[config.mk]
export PLATFORM = sky130hd
export DESIGN_NAME = dcm_prog_responder
export DESIGN_NICKNAME = d
export VERILOG_FILES = /design/src/rtl/dcm_prog_responder.sv
export SDC_FILE = /design/constraint.sdc
export NUM_CORES = 1
export LEC_CHECK = 0
export CORE_AREA = 2 2 74 76
export CTS_BUF_LIST = sky130_fd_sc_hd__clkbuf_16
export DETAILED_ROUTE_END_ITERATION = 8
export DIE_AREA = 0 0 76 78
export GPL_TIMING_DRIVEN = 0
export PLACE_DENSITY = 0.74
export SYNTH_ARGS = -nofsm -noshare
export SYNTH_HDL_FRONTEND = slang
export SYNTH_SLANG_ARGS = --single-unit
[constraint.sdc]
create_clock -name clk50m -period 5.05 [get_ports clk50m]
set_input_delay 1.515 -clock clk50m [delete_from_list [all_inputs] [get_ports clk50m]]
set_output_delay 1.515 -clock clk50m [all_outputs]
set_load 0.005 [all_outputs]
[src/rtl/dcm_prog_responder.sv]
// Slave end of the DCM_CLKGEN serial program port: decodes LoadM/LoadD/GO frames,
// holds pending M/D and commits them after a programmable PROGDONE latency.
//
// state | meaning
// IDLE  | waiting for a frame start
// GO1   | first bit was 0; a GO frame if progen drops now
// CMD   | second header bit selects M (1) or D (0)
// SHIFT | collecting 8 data bits, LSB first
// CHECK | length check and code validation after the last data bit
// DRAIN | discarding the rest of a rejected frame
// APPLY | progdone low, counting down to the commit
module dcm_prog_responder #(
  parameter int M_INIT   = 2,
  parameter int D_INIT   = 3,
  parameter int DONE_LAT = 16
) (
  input  logic       clk50m,
  input  logic       reset_n,
  input  logic       progen,
  input  logic       progdata,
  output logic       progdone,
  output logic [8:0] m_value,
  output logic [8:0] d_value,
  output logic       apply,
  output logic       frame_err
);

  localparam int LW = $clog2(DONE_LAT + 1);
  localparam logic [8:0] M_RST = 9'(M_INIT);
  localparam logic [8:0] D_RST = 9'(D_INIT);
  localparam logic [LW-1:0] LAT_LOAD = LW'(DONE_LAT - 1);

  typedef enum logic [2:0] {IDLE, GO1, CMD, SHIFT, CHECK, DRAIN, APPLY} state_t;

  state_t          state;
  logic            sel;
  logic [2:0]      bit_cnt;
  logic [7:0]      shreg;
  logic [LW-1:0]   lat_cnt;
  logic            ign;
  logic [8:0]      m_pend;
  logic [8:0]      d_pend;

  always_ff @(posedge clk50m) begin
    if (!reset_n) begin
      state     <= IDLE;
      sel       <= 1'b0;
      bit_cnt   <= '0;
      shreg     <= '0;
      lat_cnt   <= '0;
      ign       <= 1'b0;
      m_pend    <= M_RST;
      d_pend    <= D_RST;
      m_value   <= M_RST;
      d_value   <= D_RST;
      progdone  <= 1'b1;
      apply     <= 1'b0;
      frame_err <= 1'b0;
    end else begin
      apply     <= 1'b0;
      frame_err <= 1'b0;
      case (state)
        IDLE: begin
          if (progen) state <= progdata ? CMD : GO1;
        end
        GO1: begin
          if (progen) begin
            state     <= DRAIN;
            frame_err <= 1'b1;
          end else begin
            state    <= APPLY;
            progdone <= 1'b0;
            lat_cnt  <= LAT_LOAD;
            ign      <= 1'b0;
          end
        end
        CMD: begin
          if (!progen) begin
            state     <= IDLE;
            frame_err <= 1'b1;
          end else begin
            sel     <= progdata;
            bit_cnt <= 3'd7;
            state   <= SHIFT;
          end
        end
        SHIFT: begin
          if (!progen) begin
            state     <= IDLE;
            frame_err <= 1'b1;
          end else begin
            shreg <= {progdata, shreg[7:1]};
            if (bit_cnt == 3'd0) state <= CHECK;
            else bit_cnt <= bit_cnt - 3'd1;
          end
        end
        CHECK: begin
          if (progen) begin
            state     <= DRAIN;
            frame_err <= 1'b1;
          end else begin
            state <= IDLE;
            if (sel && shreg == 8'd0) frame_err <= 1'b1;
            else if (sel) m_pend <= {1'b0, shreg} + 9'd1;
            else d_pend <= {1'b0, shreg} + 9'd1;
          end
        end
        DRAIN: begin
          if (!progen) state <= IDLE;
        end
        APPLY: begin
          // ign marks a frame already flagged, so each intruding frame errors once
          ign <= progen;
          if (progen && !ign) frame_err <= 1'b1;
          if (lat_cnt == '0) begin
            m_value  <= m_pend;
            d_value  <= d_pend;
            apply    <= 1'b1;
            progdone <= 1'b1;
            state    <= progen ? DRAIN : IDLE;
          end else begin
            lat_cnt <= lat_cnt - 1'b1;
          end
        end
        default: state <= IDLE;
      endcase
    end
  end

endmodule

==> results.md <==
- Final WL: approximately 5600 um
- Compound-gate portion of the synthesized area: about a fifth
- Reg area: 1200 um2
- Crit-path leading delay family: buffers and inverters
- Die area: 5930 um2
- Status: completed
- Worst path slowest cell: clkdlybuf4s50_1
- Highest clock rate: 373 MHz
- Vias: between 2000 and 2500
- N_diodes: 0
- Register bit total from synthesis: 60
- CP required: approximately 3500 ps
- Startpoint Class: flip-flop
- Sum Neg Setup Slack: 0 ps
- Total core area: a little over 5000 um2
- Cell Rows: 26
- Worst Setup Slack post-DPL: approximately 2100 ps
- Final hold violations: 0
- GRT Util Overall: between 20% and 30%
- Xor/xnor cell area share of the yosys netlist: ~2.3%
- Number of global-route vias before repair: 2088
- Setup Crit Path Kind: flip-flop to primary output
- Area Overhead vs Synth: 21.3%
- Hold_buf cts: 0
- Die width: around 76 um
- Static Leakage: roughly 0.0013 uW
- Initial DRT Pass Iterations: 4
- Initial Utilization: between 50% and 60%
- WL/cell: ~14 um
- Port Buffers: 22
- Hold Crit Depth: 2
- Hpwl dp: ~4000 um
- Post-Syn Instances: approximately 300
- Area of the multi-input gates: 1340 um2
- Clk sinks: 60
- Clk buf depth: 2
- CP peak stage delay: roughly 510 ps
- HP Class: flip-flop to flip-flop
- Clk_lat worst skew: about 330 ps
- Setup ws final: 2370 ps
- Stages on the worst setup path: 1
- Clk root buf: clkbuf_16
- Pin count of the biggest net entering global routing: 12
- R2R depth: 7
- Power per cell area: approximately 340 nW/um2
- First-pass GRT wire length: 9640 um
- Post-Synth Adder-Cell Area: about 2.3%
- Via density: 5.23
- EDFF count, synth: 0
- Post-CTS Setup Repair Bufs: 0
- Max-cap violations: 0
- Buf/Inv on CP: 1
- Post-synthesis cell type count: between 40 and 50
- Share of cells above drive strength 1: between 9 and 10%
- Post-cts gate resize count: 0
- Synthesized area: 2700 um2
- Worst slew margin: between 60% and 70%
- Iteration-0 DRC Markers: 111
- CP max FO: 2
- Synth top area share: between 40% and 50%
- Asr flop ratio synth: 0%
- Slew Limit Fails: 0
- Net Count, Synth: between 300 and 400
- H-tree depth: 3
- Layout fillers: approximately 450
- Routed Antenna Nets: 0
- Critical-path cell list: clkdlybuf4s50_1
- Worst-margin pin slew: between 500 and 600 ps
- Initial antenna violation count: 0
- Register area share after synthesis: between 40% and 50%
- Top_reg_cell synth: dfxtp_1
- Worst-path clk slew: 50 ps
- Area contributors post-synth: dfxtp_1, nand2_1, a21boi_1
- CTS buffer count: 9
- Final period utilization: between 50% and 60%
- Syn Area/Cell: 8.75 um2
- Post-synth top area cell: dfxtp_1
- YS warnings: 0
- Clock Skew: between 8 and 9 ps
- Mux cell area share after synthesis: 2.27%
- Main combinational cell family by area after synthesis: simple AND/OR/NAND/NOR gates
- VDD IR-drop max: just over 200 uV
- I/O Pins: 25
- GP Congestion: ~0.82
- Die H: just under 80 um
- CP Capture Type: primary output
- CP arrival: between 1000 and 1500 ps
- Tmin final: between 2000 and 3000 ps
- RSZ-0062 raised after global routing: no
- Endpoints failing setup: 0
- CTS tree: yes
- Grt ovf: 0
- Nets: about 350
- # DRC: 0
- Post-synthesis simple-gate area fraction: roughly 23%
==> final timing paths <==
| path | endpoint | slack (ps) | startpoint |
|---|---|---|---|
| max | progdone | 2370 | progdone |
| min | m_value[8] | 450 | m_value[8] |
| max reg2reg | m_pend[4] | 3100 | shreg[0] |
| min reg2reg | m_value[8] | 450 | m_value[8] |
==> per-layer routing <==
metal  GRT usage [%]  wire, um  part of all wire [%]
met5               0         0                     0
met4            8.91       104                   1.8
met3            5.35       188                   3.3
met2            34.6      2680                    48
met1            24.9      2660                    47
==> Yosys cell counts (all sizes together), types with 3 or more instances <==
| cell | n |
|---|---|
| a21boi | 28 |
| nand2 | 73 |
| o21ai | 14 |
| clkbuf | 12 |
| inv | 10 |
| dfxtp | 60 |
| mux2i | 5 |
| nand2b | 4 |
| a21oi | 15 |
| nand3b | 3 |
| nor2 | 7 |
| nand3 | 15 |
| buf | 11 |
| nor3 | 5 |
| o211a | 8 |
| xnor2 | 5 |
| ha | 5 |
==> where the power goes <==
group | switching (uW) | internal [uW] | total [uW]
logic | 42.6 | 32.0 | 74.5
registers | 6.31 | 482 | 489
clock network | 215 | 328 | 543
total | 264 | 842 | 1110
==> cells by family after synthesis <==
family	after synthesis
AO/OA/AOI/OAI	75
buffers and inverters	33
multiplexers	6
AND/OR/NAND/NOR	123
adder cells (fa/ha/maj)	5
flip-flops	60
XOR/XNOR	7
==> layout by cell type, fill, tap and decap left out, types with 2 or more instances in the layout <==
cell type,netlist,layout
a21boi_0,6,6
a21boi_1,22,22
a21oi_1,14,14
and2_1,2,2
and3_1,2,2
and3b_1,2,2
buf_2,5,5
buf_6,4,4
clkbuf_1,12,12
clkbuf_16,0,9
clkdlybuf4s50_1,0,22
clkinv_2,0,4
clkinvlp_4,0,2
dfxtp_1,60,60
ha_1,5,5
inv_1,10,10
mux2i_1,5,5
nand2_1,73,73
nand2b_1,4,4
nand3_1,15,15
nand3b_1,2,2
nor2_1,6,6
nor2b_1,2,2
nor3_1,4,4
o211a_1,8,8
o21a_1,2,2
o21ai_0,11,11
o21ai_1,3,3
xnor2_1,5,5
xor2_1,2,2
==> layout make-up <==
| class | count | area share (%) |
|---|---|---|
| Sequential cell | 60 | 36.6 |
| Tap cell | 70 | 2.67 |
| Inverter | 10 | 1.14 |
| Clock buffer | 9 | 6.86 |
| Buffer | 23 | 3.85 |
| Clock inverter | 7 | 1.33 |
| Timing Repair Buffer | 22 | 6.71 |
| Multi-Input combinational cell | 216 | 40.8 |
==> sequential cells by signal (all words and copies together), names as in the netlist <==
signal and count:
apply 1, d_pend 9, progdone 1, lat_cnt 5
m_pend 9, frame_err 1, ign 1, d_value 9
bit_cnt 3, sel 1, shreg 8, m_value 9
state 3
==> stage by stage <==
step / hold slack (ps) / area [um2] / utilization [%] / total power [uW] / instances
global route: 469 / 3280 / 65.1 / 1140 / 417
CTS: 453 / 3280 / 65.1 / 1110 / 417
floorplan: 428 / 2700 / - / 554 / 309
global placement: 441 / 3010 / 59.7 / 570 / 401
finish: 449 / 3280 / 65.1 / 1110 / 417
detailed placement: 447 / 3010 / 59.7 / 573 / 401
Power figures use the tool's default switching activity.
